### src/rtl/sipo_pkg.sv
// Shared types and helpers for the SIPO frame deserializer family.
package sipo_pkg;

  typedef enum logic {
    IDLE,
    SHIFT
  } state_t;

  function automatic int cnt_width(input int n);
    return $clog2(n);
  endfunction

endpackage

### src/rtl/sipo_out_holder.sv
// One-word valid/ready output register; a word arriving
// while the held word is stalled is dropped and flagged.
module sipo_out_holder
  import sipo_pkg::*;
#(
  parameter int N = 4
) (
  input  logic         clk,
  input  logic         reset,
  input  logic         wr_en,
  input  logic [N-1:0] wr_data,
  input  logic         out_ready,
  output logic         out_valid,
  output logic [N-1:0] parallel_out,
  output logic         overrun
);

  logic         valid_q;
  logic [N-1:0] data_q;
  logic         ovr_q;
  logic         can_wr;

  assign can_wr = !valid_q || out_ready;

  always_ff @(posedge clk or posedge reset) begin
    if (reset) begin
      valid_q <= 1'b0;
      data_q  <= '0;
      ovr_q   <= 1'b0;
    end else begin
      ovr_q <= 1'b0;
      if (wr_en) begin
        if (can_wr) begin
          data_q  <= wr_data;
          valid_q <= 1'b1;
        end else begin
          ovr_q <= 1'b1;
        end
      end else if (valid_q && out_ready) begin
        valid_q <= 1'b0;
      end
    end
  end

  assign out_valid    = valid_q;
  assign parallel_out = data_q;
  assign overrun      = ovr_q;

endmodule

### src/rtl/sipo_frame_deserializer.sv
// LSB-first serial-to-parallel deserializer with framing
// resync and a one-word valid/ready output stage.
module sipo_frame_deserializer
  import sipo_pkg::*;
#(
  parameter int N = 4
) (
  input  logic         clk,
  input  logic         reset,
  input  logic         serial_in,
  input  logic         bit_valid,
  input  logic         frame_start,
  input  logic         out_ready,
  output logic [N-1:0] parallel_out,
  output logic         out_valid,
  output logic         busy,
  output logic         frame_error,
  output logic         overrun
);

  localparam int CW = cnt_width(N);
  localparam logic [CW-1:0] CNT_ONE  = CW'(1);
  localparam logic [CW-1:0] CNT_LAST = CW'(N - 1);

  state_t        state_q;
  logic [CW-1:0] cnt_q;
  logic [N-1:0]  sr_q;
  logic          fe_q;

  logic [N-1:0]  shifted;
  logic          last_bit;
  logic          wr_en;
  logic          sr_unused;

  assign shifted   = {serial_in, sr_q[N-1:1]};
  assign sr_unused = sr_q[0];
  assign last_bit  = (cnt_q == CNT_LAST);

  // A frame_start on the completing bit resyncs instead.
  assign wr_en = (state_q == SHIFT) && bit_valid
              && !frame_start && last_bit;

  always_ff @(posedge clk or posedge reset) begin
    if (reset) begin
      state_q <= IDLE;
      cnt_q   <= '0;
      sr_q    <= '0;
      fe_q    <= 1'b0;
    end else begin
      fe_q <= 1'b0;
      unique case (state_q)
        IDLE: begin
          if (bit_valid && frame_start) begin
            sr_q    <= shifted;
            cnt_q   <= CNT_ONE;
            state_q <= SHIFT;
          end
        end
        SHIFT: begin
          if (bit_valid) begin
            sr_q <= shifted;
            if (frame_start) begin
              cnt_q <= CNT_ONE;
              fe_q  <= (cnt_q != '0);
            end else if (last_bit) begin
              cnt_q <= '0;
            end else begin
              cnt_q <= cnt_q + CNT_ONE;
            end
          end
        end
        default: state_q <= IDLE;
      endcase
    end
  end

  sipo_out_holder #(
    .N(N)
  ) u_out (
    .clk          (clk),
    .reset        (reset),
    .wr_en        (wr_en),
    .wr_data      (shifted),
    .out_ready    (out_ready),
    .out_valid    (out_valid),
    .parallel_out (parallel_out),
    .overrun      (overrun)
  );

  assign busy        = (state_q == SHIFT);
  assign frame_error = fe_q;

endmodule

### config.mk
export PLATFORM = sky130hd
export DESIGN_NAME = sipo_frame_deserializer
export DESIGN_NICKNAME = d
export VERILOG_FILES = /design/src/rtl/sipo_pkg.sv /design/src/rtl/sipo_out_holder.sv /design/src/rtl/sipo_frame_deserializer.sv
export SDC_FILE = /design/constraint.sdc
export NUM_CORES = 1
export LEC_CHECK = 0
export ABC_AREA = 1
export BUFFER_PORTS_ARGS = -buffer_cell sky130_fd_sc_hd__buf_2
export CAP_MARGIN = 15
export CORE_AREA = 8 8 45 47
export CTS_CLUSTER_SIZE = 30
export DETAILED_ROUTE_END_ITERATION = 8
export DIE_AREA = 0 0 53 55
export SLEW_MARGIN = 10
export SYNTH_ARGS = -nofsm -noshare
export SYNTH_HDL_FRONTEND = slang
export SYNTH_SLANG_ARGS = --single-unit
### constraint.sdc
create_clock -name clk -period 3.6 [get_ports clk]
set_clock_uncertainty 0.2 [all_clocks]
set_input_delay 0.18 -clock clk [delete_from_list [all_inputs] [get_ports clk]]
set_output_delay 0.18 -clock clk [all_outputs]
set_load 0.02 [all_outputs]
==> impl_results.html <==
<table>
<tr><th>Metric</th><th>Value</th></tr>
<tr><th colspan="2">Placed design</th></tr>
<tr><td>DP HPWL</td><td>796 um</td></tr>
<tr><td>Input/output buffers</td><td>13</td></tr>
<tr><td>Global placement routability congestion</td><td>0.690</td></tr>
<tr><th colspan="2">Critical path</th></tr>
<tr><td>Capturing element of the worst setup path</td><td>cnt_q[1]$_DFFE_PP0P_</td></tr>
<tr><td>Endpoint type of the worst setup path</td><td>flip-flop</td></tr>
<tr><td>Capture point of the worst reg-to-reg path</td><td>u_out.parallel_out[3]$_DFFE_PP0P_</td></tr>
<tr><td>FF-to-FF Start</td><td>busy$_DFF_PP0_</td></tr>
<tr><td>Number of cell instances on the worst register-to-register path</td><td>5</td></tr>
<tr><td>Source of the critical timing path</td><td>frame_start</td></tr>
<tr><td>Worst setup SP type</td><td>input port</td></tr>
<tr><td>Critical Setup Path Class</td><td>input port to flip-flop</td></tr>
<tr><td>Maximum fanout encountered on the critical timing path</td><td>6</td></tr>
<tr><td>WP data required</td><td>3.59 ns</td></tr>
<tr><td>Arrival time of data at the critical path endpoint</td><td>1.34 ns</td></tr>
<tr><td>Setup slack of the most critical reg-to-reg path</td><td>2.36 ns</td></tr>
<tr><th colspan="2">STA</th></tr>
<tr><td>Number of setup violations in the final report</td><td>0</td></tr>
<tr><td>Post-route setup TNS</td><td>0 ns</td></tr>
<tr><td>Slew of the pin with the lowest slew margin</td><td>0.485 ns</td></tr>
<tr><td>Setup repair after global routing missed its margin</td><td>false</td></tr>
<tr><td>Fin. Hold Viols</td><td>0</td></tr>
<tr><td>Max Fclk</td><td>737 MHz</td></tr>
<tr><td>Count of pins over their slew limit</td><td>0</td></tr>
<tr><td>Worst-case hold slack</td><td>0.0683 ns</td></tr>
<tr><td>Rel. slew slack</td><td>0.676</td></tr>
<tr><td>Tcrit/Tclk final</td><td>0.377</td></tr>
<tr><td>Final min period</td><td>1.36 ns</td></tr>
<tr><th colspan="2">CTS</th></tr>
<tr><td>Root Buffer Master</td><td>clkbuf_4</td></tr>
<tr><td>Clock buffer count from CTS</td><td>3</td></tr>
<tr><td>CTS Sinks</td><td>13</td></tr>
<tr><td>TritonCTS clock tree</td><td>yes</td></tr>
<tr><td>H-tree depth</td><td>1</td></tr>
<tr><td>Maximum count of clock buffers along a single path</td><td>2</td></tr>
<tr><td>Clock-pin slew of the registers on the worst-case setup and hold paths</td><td>0.07 ns</td></tr>
<tr><td>Clock latency of the later-clocked register in the worst-skew pair</td><td>0.27 ns</td></tr>
<tr><th colspan="2">Pwr</th></tr>
<tr><td>Pwr dens</td><td>534 mW/mm2</td></tr>
<tr><td>Highest ir drop seen on vdd</td><td>0.192 mV</td></tr>
<tr><td>Cell leakage power</td><td>0.000380 uW</td></tr>
<tr><th colspan="2">Floorplan</th></tr>
<tr><td>Die outline width</td><td>53 um</td></tr>
<tr><td>Full die area</td><td>0.00292 mm2</td></tr>
<tr><td>Die outline height</td><td>55 um</td></tr>
<tr><td>Initial Utilization</td><td>0.393</td></tr>
<tr><td>Placeable Area</td><td>0.00138 mm2</td></tr>
<tr><td>Ports placed on the boundary</td><td>14</td></tr>
<tr><td>Rows</td><td>14</td></tr>
<tr><th colspan="2">Finish</th></tr>
<tr><td>Number of inserted diodes</td><td>0</td></tr>
<tr><td>Number of nets in the layout</td><td>85</td></tr>
<tr><td>Share of final-layout standard cells stronger than drive strength 1</td><td>0.250</td></tr>
<tr><td>Area growth syn-to-layout</td><td>26.0%</td></tr>
<tr><th colspan="2">Route</th></tr>
<tr><td>Total length of routed wires</td><td>1050 um</td></tr>
<tr><td>Antenna viol nets, final</td><td>0</td></tr>
<tr><td>Average vias per placed instance</td><td>4.63</td></tr>
<tr><td>DR WL/cell</td><td>11.4 um</td></tr>
<tr><td>Routed vias</td><td>426</td></tr>
<tr><td>Violation count after the first detailed-routing iteration</td><td>12</td></tr>
<tr><td>Number of detailed-routing iterations run before antenna repair</td><td>6</td></tr>
<tr><td>DR DRC count</td><td>0</td></tr>
<tr><th colspan="2">Synth</th></tr>
<tr><td>Post-synthesis net count</td><td>64</td></tr>
<tr><td>Total number of yosys warnings</td><td>0</td></tr>
<tr><td>Synthesized instance count</td><td>56</td></tr>
<tr><td>Distinct cell type count after synthesis</td><td>13</td></tr>
<tr><td>Synthesized area per cell</td><td>9.72 um2</td></tr>
<tr><td>Mapped cell area</td><td>544 um2</td></tr>
<tr><td>Share of the yosys chip area belonging to registers</td><td>0.598</td></tr>
<tr><td>Synth Register Bits</td><td>13</td></tr>
<tr><th colspan="2">GRT</th></tr>
<tr><td>Combined global-route utilization of all metal layers</td><td>0.0857</td></tr>
<tr><td>Global-route wire length before repair</td><td>1780 um</td></tr>
<tr><td>Busiest metal layer after global routing</td><td>met2</td></tr>
<tr><td>Met1 track utilization from global routing</td><td>0.102</td></tr>
<tr><td>Global Route met2 Usage</td><td>0.121</td></tr>
<tr><td>GRT overflow</td><td>0</td></tr>
<tr><td>Maximum number of pins on one net before global-route repair</td><td>14</td></tr>
<tr><td>Met3 layer usage reported by global route</td><td>0.0348</td></tr>
<tr><td>Antenna violations before repair</td><td>0</td></tr>
<tr><td>Number of global-route vias before repair</td><td>408</td></tr>
<tr><th colspan="2">Hold path</th></tr>
<tr><td>Class of the tightest hold or removal check</td><td>input port to flip-flop</td></tr>
<tr><th colspan="2">Run</th></tr>
<tr><td>Number of max-cap violations</td><td>0</td></tr>
<tr><th colspan="2">Status</th></tr>
<tr><td>Result of the run</td><td>complete, no violations</td></tr>
</table>
per-stage QoR:
| step | power (uW) | worst slack (ns) | utilization | instance area, um2 | std cells |
|---|---|---|---|---|---|
| 6_report | 366 | 2.24 | 0.495 | 686 | 92 |
| 4_1_cts | 376 | 2.25 | 0.495 | 686 | 92 |
| 2_1_floorplan | 250 | 2.31 | - | 544 | 56 |
| 5_1_grt | 399 | 2.17 | 0.495 | 686 | 92 |
| 3_3_place_gp | 283 | 2.37 | 0.455 | 629 | 85 |
| 3_5_place_dp | 285 | 2.36 | 0.455 | 629 | 85 |
layer usage:
| layer | vias to the layer above | part of all wire |
|---|---|---|
| met3 | 2 | 0.090 |
| met4 | 0 | 0.0077 |
| met5 | - | 0 |
| met2 | 15 | 0.44 |
| li1 | 221 | - |
| met1 | 188 | 0.46 |
power breakdown:
part	switching, uW	internal, uW
clock network	42.0	42.8
registers	14.6	173
logic	60.2	33.4
total	117	250
registers in the layout, indices dropped and copies added, names as in the netlist:
name,flops
u_out.parallel_out,4
sr_q,3
cnt_q,2
busy,1
frame_error,1
u_out.out_valid,1
u_out.overrun,1
cells by family after synthesis:
kind of cell               synth area share
and+or+nand+nor                       0.290
DFF                                   0.598
buffers and inverters                0.0345
AOI/OAI and AO/OA                    0.0322
adders and majority gates            0.0460
synthesized netlist by cell type:
library cell  count  area share
dfrtp_1          13        0.60
ha_1              2       0.046
inv_1             5       0.034
nand2_1          21        0.14
nand2_2           1       0.012
nand3_1           3       0.028
nand3_2           1       0.018
nand4_1           4       0.046
nor2_1            1      0.0069
nor2_4            1       0.021
nor3b_1           1       0.014
o21a_1            1       0.014
o21ai_0           2       0.018
critical path, stage by stage:
cell and delay, ns:
dlygate4sd3_1 0.52, buf_2 0.14, nand2_1 0.17, nand2_1 0.15
o21ai_0 0.18
worst min-delay path by stage:
stage,start,to,cells after the start
3_3_place_gp,reset,u_out.overrun$_DFF_PP0_,2
4_1_cts,bit_valid,busy$_DFF_PP0_,3
2_1_floorplan,reset,busy$_DFF_PP0_,1
6_report,bit_valid,busy$_DFF_PP0_,3
5_1_grt,bit_valid,frame_error$_DFF_PP0_,3
3_5_place_dp,reset,frame_error$_DFF_PP0_,2
repair_timing:
item | in CTS | in global routing
gates resized for setup | 0 | 0
buffers inserted | 0 | 0
hold endpoints to repair | 16 | 0
hold buffers | 3 | 0
endpoints found under the setup margin | 0 | 0
cell usage in the layout, fill, tap and decap left out, drive strengths merged, types with 3 or more instances in the layout:
master | Yosys | routed
inv | 5 | 5
clkbuf | 0 | 4
buf | 0 | 13
nand2 | 22 | 22
nand4 | 4 | 4
dfrtp | 13 | 13
nand3 | 4 | 4
dlygate4sd3 | 0 | 3
cell type report:
type | instances | area (um2)
tap | 16 | 20.0
timing repair buffer | 16 | 95.1
multi-input combinational | 38 | 200
clock buffer | 4 | 26.3
fill | 140 | 698
inverter | 5 | 18.8
sequential | 13 | 325
No activity file was read; power rests on OpenSTA's default activity.
